==> src/rtl/shift_sequencer.sv <==
// Multi-cycle shift/rotate sequencer: one 1-bit step per clock on a work register,
// with a START/BUSY/DONE handshake. RESULT/CARRY/DONE register on the edge leaving FIN.
module shift_sequencer #(
    parameter int WIDTH = 8,
    parameter int CNT_W = 4
) (
    input  logic             CLK,
    input  logic             RESET,
    input  logic             START,
    input  logic [1:0]       OPCODE,
    input  logic [WIDTH-1:0] DATA_IN,
    input  logic [7:0]       AMOUNT,
    output logic [WIDTH-1:0] RESULT,
    output logic             CARRY,
    output logic             BUSY,
    output logic             DONE
);

    typedef enum logic [1:0] {S_IDLE, S_LOAD, S_SHIFT, S_FIN} state_t;
    typedef enum logic [1:0] {OP_SLL, OP_SRL, OP_SRA, OP_ROR} op_t;

    state_t             state_q, state_d;
    op_t                op_q, op_d;
    logic [WIDTH-1:0]   work_q, work_d;
    logic [CNT_W-1:0]   cnt_q, cnt_d;
    logic               cy_q, cy_d;
    logic [WIDTH-1:0]   result_q, result_d;
    logic               carry_q, carry_d;
    logic               busy_q, busy_d;
    logic               done_q, done_d;
    logic [CNT_W-1:0]   eff_n;

    // Rotates wrap modulo WIDTH; plain shifts saturate at WIDTH.
    always_comb begin
        if (op_t'(OPCODE) == OP_ROR) begin
            eff_n = CNT_W'(32'(AMOUNT) % WIDTH);
        end else if (32'(AMOUNT) >= WIDTH) begin
            eff_n = CNT_W'(WIDTH);
        end else begin
            eff_n = CNT_W'(AMOUNT);
        end
    end

    always_comb begin
        state_d  = state_q;
        op_d     = op_q;
        work_d   = work_q;
        cnt_d    = cnt_q;
        cy_d     = cy_q;
        result_d = result_q;
        carry_d  = carry_q;
        done_d   = 1'b0;

        case (state_q)
            S_IDLE: begin
                if (START) begin
                    op_d    = op_t'(OPCODE);
                    work_d  = DATA_IN;
                    cnt_d   = eff_n;
                    cy_d    = 1'b0;
                    state_d = S_LOAD;
                end
            end
            S_LOAD: begin
                state_d = (cnt_q != '0) ? S_SHIFT : S_FIN;
            end
            S_SHIFT: begin
                case (op_q)
                    OP_SLL: begin
                        cy_d   = work_q[WIDTH-1];
                        work_d = {work_q[WIDTH-2:0], 1'b0};
                    end
                    OP_SRL: begin
                        cy_d   = work_q[0];
                        work_d = {1'b0, work_q[WIDTH-1:1]};
                    end
                    OP_SRA: begin
                        cy_d   = work_q[0];
                        work_d = {work_q[WIDTH-1], work_q[WIDTH-1:1]};
                    end
                    default: begin
                        cy_d   = work_q[0];
                        work_d = {work_q[0], work_q[WIDTH-1:1]};
                    end
                endcase
                cnt_d = cnt_q - CNT_W'(1);
                if (cnt_q == CNT_W'(1)) begin
                    state_d = S_FIN;
                end
            end
            default: begin
                result_d = work_q;
                carry_d  = cy_q;
                done_d   = 1'b1;
                state_d  = S_IDLE;
            end
        endcase

        busy_d = (state_d == S_LOAD) || (state_d == S_SHIFT);
    end

    always_ff @(posedge CLK or negedge RESET) begin
        if (!RESET) begin
            state_q  <= S_IDLE;
            op_q     <= OP_SLL;
            work_q   <= '0;
            cnt_q    <= '0;
            cy_q     <= 1'b0;
            result_q <= '0;
            carry_q  <= 1'b0;
            busy_q   <= 1'b0;
            done_q   <= 1'b0;
        end else begin
            state_q  <= state_d;
            op_q     <= op_d;
            work_q   <= work_d;
            cnt_q    <= cnt_d;
            cy_q     <= cy_d;
            result_q <= result_d;
            carry_q  <= carry_d;
            busy_q   <= busy_d;
            done_q   <= done_d;
        end
    end

    assign RESULT = result_q;
    assign CARRY  = carry_q;
    assign BUSY   = busy_q;
    assign DONE   = done_q;

endmodule

==> config.mk <==
export PLATFORM = sky130hd
export DESIGN_NAME = shift_sequencer
export DESIGN_NICKNAME = d
export VERILOG_FILES = /design/src/rtl/shift_sequencer.sv
export SDC_FILE = /design/constraint.sdc
export NUM_CORES = 1
export LEC_CHECK = 0
export BUFFER_PORTS_ARGS = -buffer_cell sky130_fd_sc_hd__buf_2
export CORE_MARGIN = 1.5
export CORE_UTILIZATION = 50
export CTS_BUF_LIST = sky130_fd_sc_hd__clkbuf_4
export DETAILED_ROUTE_END_ITERATION = 6
export GPL_TIMING_DRIVEN = 1
export HOLD_SLACK_MARGIN = 0.08
export PLACE_DENSITY = 0.81
export SLEW_MARGIN = 40
export SYNTH_ARGS = -nofsm -noshare
export SYNTH_HDL_FRONTEND = slang
export SYNTH_SLANG_ARGS = --single-unit
==> constraint.sdc <==
create_clock -name CLK -period 1.4 [get_ports CLK]
set_input_delay 0.07 -clock CLK [delete_from_list [all_inputs] [get_ports CLK]]
set_output_delay 0.07 -clock CLK [all_outputs]
set_load 0.05 [all_outputs]
# Word-level counts from Yosys, hierarchy flattened
# Index checks and enable logic that the tools add are counted.
[word_totals]
reg_bits = 28
in_bits = 21
output_inout_bits = 11
word_cells = 46
[op_classes]
add_sub_neg = 1
n_lt_le_gt_ge = 1
eq_ne = 10
muxes = 15
reduce_logical = 9
[ops]
columns = ["cell", "count"]
rows = [
  ["$pmux W8 S3", 1],
  ["$pmux W8 S2", 1],
  ["$mux W4", 3],
  ["$eq A2 B2 Y1 const B", 4],
  ["$ge A8 B4 Y1 const B", 1],
  ["$mux W8", 1],
  ["$pmux W4 S2", 1],
  ["$eq A2 B1 Y1 const B", 3],
  ["$pmux W2 S3", 1],
  ["$eq A4 B1 Y1 const B", 1],
  ["$logic_not A2 Y1", 2],
  ["$mux W1", 4],
  ["$mux W2", 2],
  ["$ne A2 B2 Y1 const B", 2],
  ["$reduce_and A2 Y1", 2],
  ["$reduce_bool A4 Y1", 1],
  ["$sub A4 B1 Y4 const B", 1],
  ["$reduce_and A3 Y1", 1],
  ["$reduce_or A3 Y1", 1],
  ["$pmux W1 S2", 1],
  ["$reduce_bool A2 Y1", 1],
  ["$logic_or A1 B1 Y1", 1],
]

# Logic depth before layout (Yosys ltp)
[logic_depth]
depth_word = 5
ltp_mapped = 8
ltp_nobuf = 6

# Worst setup path after synthesis
# OpenSTA, ideal clock, no wires.
[synth_timing]
path_type = "register to register"
from = "reg state_q[0]"
to = "reg cnt_q[3]"
arrival_time_ps = 1447
t_required_ps = 1306
slack_ps = -141
path_stages_with_launch = 7
period_less_slack_ps = 1541
path_cell_list = "dfrtp_1 -> inv_1 -> ha_1 -> mux2i_1 -> buf_4 -> nor2_1 -> a221oi_2"
[synth_via]
elab_chain_cells = 3
elab_cells_between_ends = 6
classes_between = "eq/ne: 2; mux: 1; reduce/logical: 3"
[synth_rtl]
columns = ["element", "line", "text"]
rows = [
  ["from (decl)", "22", "state_t state_q, state_d;"],
  ["from (signal assigned)", "114", "state_q <= state_d;"],
  ["$eq A2 B2 Y1 or $logic_not A2 Y1 (tied branches)", "54", "case (state_q)"],
  ["$reduce_bool A2 Y1 (no line) or $ne A2 B2 Y1 (tied branches)", "--", ""],
  ["$reduce_and A2 Y1 (no line)", "--", ""],
  ["to (signal assigned)", "117", "cnt_q <= cnt_d;"],
  ["to (decl)", "25", "logic [CNT_W-1:0] cnt_q, cnt_d;"],
]
# Several ways; a longest one is shown, not always the timed one.
# A chain may end at the register's enable or synchronous reset.

# Final worst setup path
# Ends and elaborated chain as after synthesis.

==> impl_summary.txt <==
----------------------------------------------------
[Worst setup path]
  WP data required ... around 1.6 ns
  Gate family responsible for the most delay along the worst path ... flip-flops
  Largest stage delay, worst path ... roughly 0.44 ns
  Standard cell with the maximum stage delay on the critical path ... dfrtp_1
  Max Fanout on Critical Path ... 4
  Bufs and invs on worst path ... 1
  Sequence of cells on the critical path ... inv_2 > ha_4 > mux2i_4 > nand3b_1 > o21ai_2 > a221oi_2
  CP Class ... flop to flop
  Arrival time reported for the critical path endpoint ... roughly 1.8 ns
  CP startpoint kind ... flop
  Element type at the critical path end ... flop

[Cells and area]
  Relative area change from synthesis to final layout ... 34.3%
  Share of cells above drive strength 1 ... 0.480
  Count of non-filler cells in the finished layout ... 210
  Net count of the finished layout ... between 200 and 250
  Seq. cell area ... 701 µm²
  Layout Utilization ... 0.705
  Count of fill cells added during filler insertion ... between 150 and 200
  Antenna cell count ... 0
  Area of the multi-input gates ... a little over 800 µm²

[Routing]
  Total via count after detailed routing ... 1202
  Total length of routed wires ... approximately 3300 µm
  Avg WL per Cell ... roughly 16 µm
  Detailed-route vias per instance ... around 5.7
  Remaining routing DRC violations ... 0
  Remaining antenna violation count after routing ... 0
  Initial DRC count ... 26
  Total iterations of the first detailed-routing run ... 4

[Power]
  Switching part of the total power ... 0.463
  Clock power share ... 0.064
  Peak supply drop ... between 1.5 and 2 mV
  Power per cell area ... ~2600 nW/µm²
  Logic pwr share ... 0.630
  Internal power contribution ... ~2.8 mW
  Share of total power in sequential cells ... 0.306
  Leakage power summed over all cells ... 0.923 nW
  Power Total ... roughly 5.2 mW
  Net switching power ... around 2.4 mW

[Clocking]
  CTS tree ... yes
  Maximum root-to-sink buffer count ... 2
  Clock root buffer ... clkbuf_4
  H-tree levels ... 1
  Num Clock Sinks ... 28
  CTS Buf Count ... 3
  Clock-pin slew on the worst setup and hold paths ... 0.14 ns
  Clk Latency, worst-skew pair ... between 0.3 and 0.4 ns

[Min path]
  Class of the worst hold path ... input pin to flop

[Die]
  Cell Rows ... 19
  Top Ports ... 32
  Initial core utilization ... 0.525
  Chip height ... 56.8 µm
  Die Footprint ... around 3200 µm²
  Placeable core region ... around 2800 µm²
  Width of the die ... around 57 µm

[Yosys]
  Post-synthesis cell type with the largest combined area ... dfrtp_1
  Synth top cells by count ... 28 x dfrtp_1, 12 x mux2_2, 10 x nor2_1
  Adder and majority cell fraction of the synthesized area ... 0.0605
  Fraction of registers with async set or reset after synthesis ... 1.00
  Per-instance average area after synthesis ... 11.2 µm²
  Simple-gate area share of the yosys netlist ... 0.111
  Count of flip-flops with a built-in enable after synthesis ... 0
  Number of warnings reported in the yosys synthesis log ... 0
  Cell area after synthesis ... around 1400 µm²
  Post-synthesis sequential element count ... 28
  Fraction of synthesized area in multiplexers ... 0.149
  Sequential share of the synthesized area ... 0.484
  Primary FF master, synth ... dfrtp_1
  XOR/XNOR share of the synthesized area ... 0.00605
  Area contributors post-synth ... dfrtp_1 48%, mux2_2 9.3%, ha_1 6.1%
  Library cell with the highest instance count after synthesis ... dfrtp_1
  Cell count after synthesis ... ~130
  Share of Yosys cell area claimed by the top area cell type ... 0.484
  Largest family of logic cells by synthesized area ... compound AO/OA/AOI/OAI gates
  Number of nets produced by synthesis ... around 160
  Number of distinct library cells after synthesis ... 31
  Compound-gate portion of the synthesized area ... 0.150

[Timing]
  Achievable clock frequency ... about 0.64 GHz
  Worst slew slack as a fraction of its limit ... 0.577
  Setup TNS ... -1.39 ns
  Post-route fraction of the period consumed by the critical path ... 1.12
  Setup repair after global routing missed its margin ... yes
  Fin Hold WS ... 0.129 ns
  Endpoints failing setup ... 16
  Transition time of the tightest slew-check pin ... between 0.6 and 0.7 ns
  Final Hold Vio Count ... 0
  Clock Skew ... 0.00404 ns
  Minimum clock period ... about 1.6 ns
  Final Max Slew Viols ... 0
  Final worst-path setup slack ... -0.166 ns

[Global route]
  Vias in the first global route ... approximately 1200
  Total routing usage reported by global routing ... 0.219
  First-pass GRT wire length ... ~5500 µm
  Aggregate global routing overflow ... 0
  Initial antenna violation count ... 0
  Pin count of the biggest net entering global routing ... 29

[Place]
  GPL Wtd Cong ... 0.745
  Count of placed standard cells including taps ... slightly below 200
  Port Buffers ... 31
  Placed wire-length estimate ... ~2200 µm

[Flow run]
  Reported max-cap violation count ... 0

[Run status]
  Violated checks ... setup timing
  Result of the run ... finished with violations

----------------------------------------------------
logic make-up after synthesis:
logic type | count (synthesis)
AOI/OAI and AO/OA | 29
xor gates and xnor gates | 1
adders and majority gates | 7
buffers and inverters | 12
DFF | 28
muxes | 20
and+or+nand+nor | 32
cells in the final DEF (no fill, tap or decap), types with 3 or more instances in the layout:
cell and instances:
mux2_2 10, dfrtp_1 28, inv_1 3, nand2_1 8
buf_6 4, o21ai_2 3, a211oi_1 6, nand3_1 3
inv_2 3, buf_2 31, clkbuf_4 3, dlygate4sd3_1 6
mux2i_1 7, nor2_1 9, ha_4 3, ha_1 4
buf_4 11, a21o_1 6
worst reg2reg max path: stages, from the launching register on:
cell      delay, ns
dfrtp_1        0.44
inv_2          0.12
ha_4           0.17
mux2i_4        0.26
nand3b_1       0.17
o21ai_2        0.09
a221oi_2       0.24
registers in the layout (all words and copies together), names as in the netlist:
signal	cells
cy_q	1
op_q	2
state_q	2
BUSY	1
RESULT	8
work_q	8
DONE	1
cnt_q	4
CARRY	1
routing by layer:
layer | vias up | part of all wire | routed length (µm) | track usage
li1 | 560 | - | - | -
met1 | 593 | 0.39 | 1290 | 0.268
met2 | 38 | 0.55 | 1850 | 0.399
met3 | 11 | 0.035 | 117 | 0.0276
met4 | 0 | 0.025 | 85 | 0.0698
met5 | - | 0 | 0 | 0
repair_timing:
action,4_1_cts,5_1_grt
hold buffers,5,1
endpoints found under the setup margin,23,25
setup buffers,3,4
resized for setup,4,22
pin swaps,2,10
hold endpoints to repair,32,1
cell type report:
class                           count  area share
Tap cell                           31      0.0199
Timing Repair Buffer               52       0.176
Sequential cell                    28       0.360
Clock inverter                      1     0.00193
Multi-Input combinational cell     89       0.418
Clock buffer                        3      0.0116
Inverter                            6      0.0116
power groups by stage:
stage / logic [mW] / clock network (mW) / registers [mW]
global route: 3.48 / 0.386 / 1.63
finish: 3.24 / 0.331 / 1.58
detailed placement: 2.75 / 0 / 1.59
CTS: 2.87 / 0.345 / 1.56
floorplan: 1.63 / 0 / 2.04
global placement: 2.64 / 0 / 1.56
stage by stage:
step / instance area, µm² / setup slack (ns)
floorplan: 1500 / -0.0304
global placement: 1710 / -0.0356
detailed placement: 1710 / -0.0906
CTS: 1820 / -0.101
global route: 1940 / -0.220
finish: 1940 / -0.166
path summary, 6_finish.rpt:
check	from	end	slack, ns	cells after the start
max in group asynchronous	RESET	work_q[0]$_DFFE_PN0P_	0.70	2
worst min-delay path	AMOUNT[7]	cnt_q[1]$_DFFE_PN0P_	0.13	4
worst max-delay path	state_q[0]$_DFF_PN0_	cnt_q[3]$_DFFE_PN0P_	-0.17	6
worst min register to register	cy_q$_DFFE_PN0P_	cy_q$_DFFE_PN0P_	0.51	2
min in group asynchronous	RESET	state_q[1]$_DFF_PN0_	0.29	2
worst max register to register	state_q[0]$_DFF_PN0_	cnt_q[3]$_DFFE_PN0P_	-0.17	6
Power figures use the tool's default switching activity.
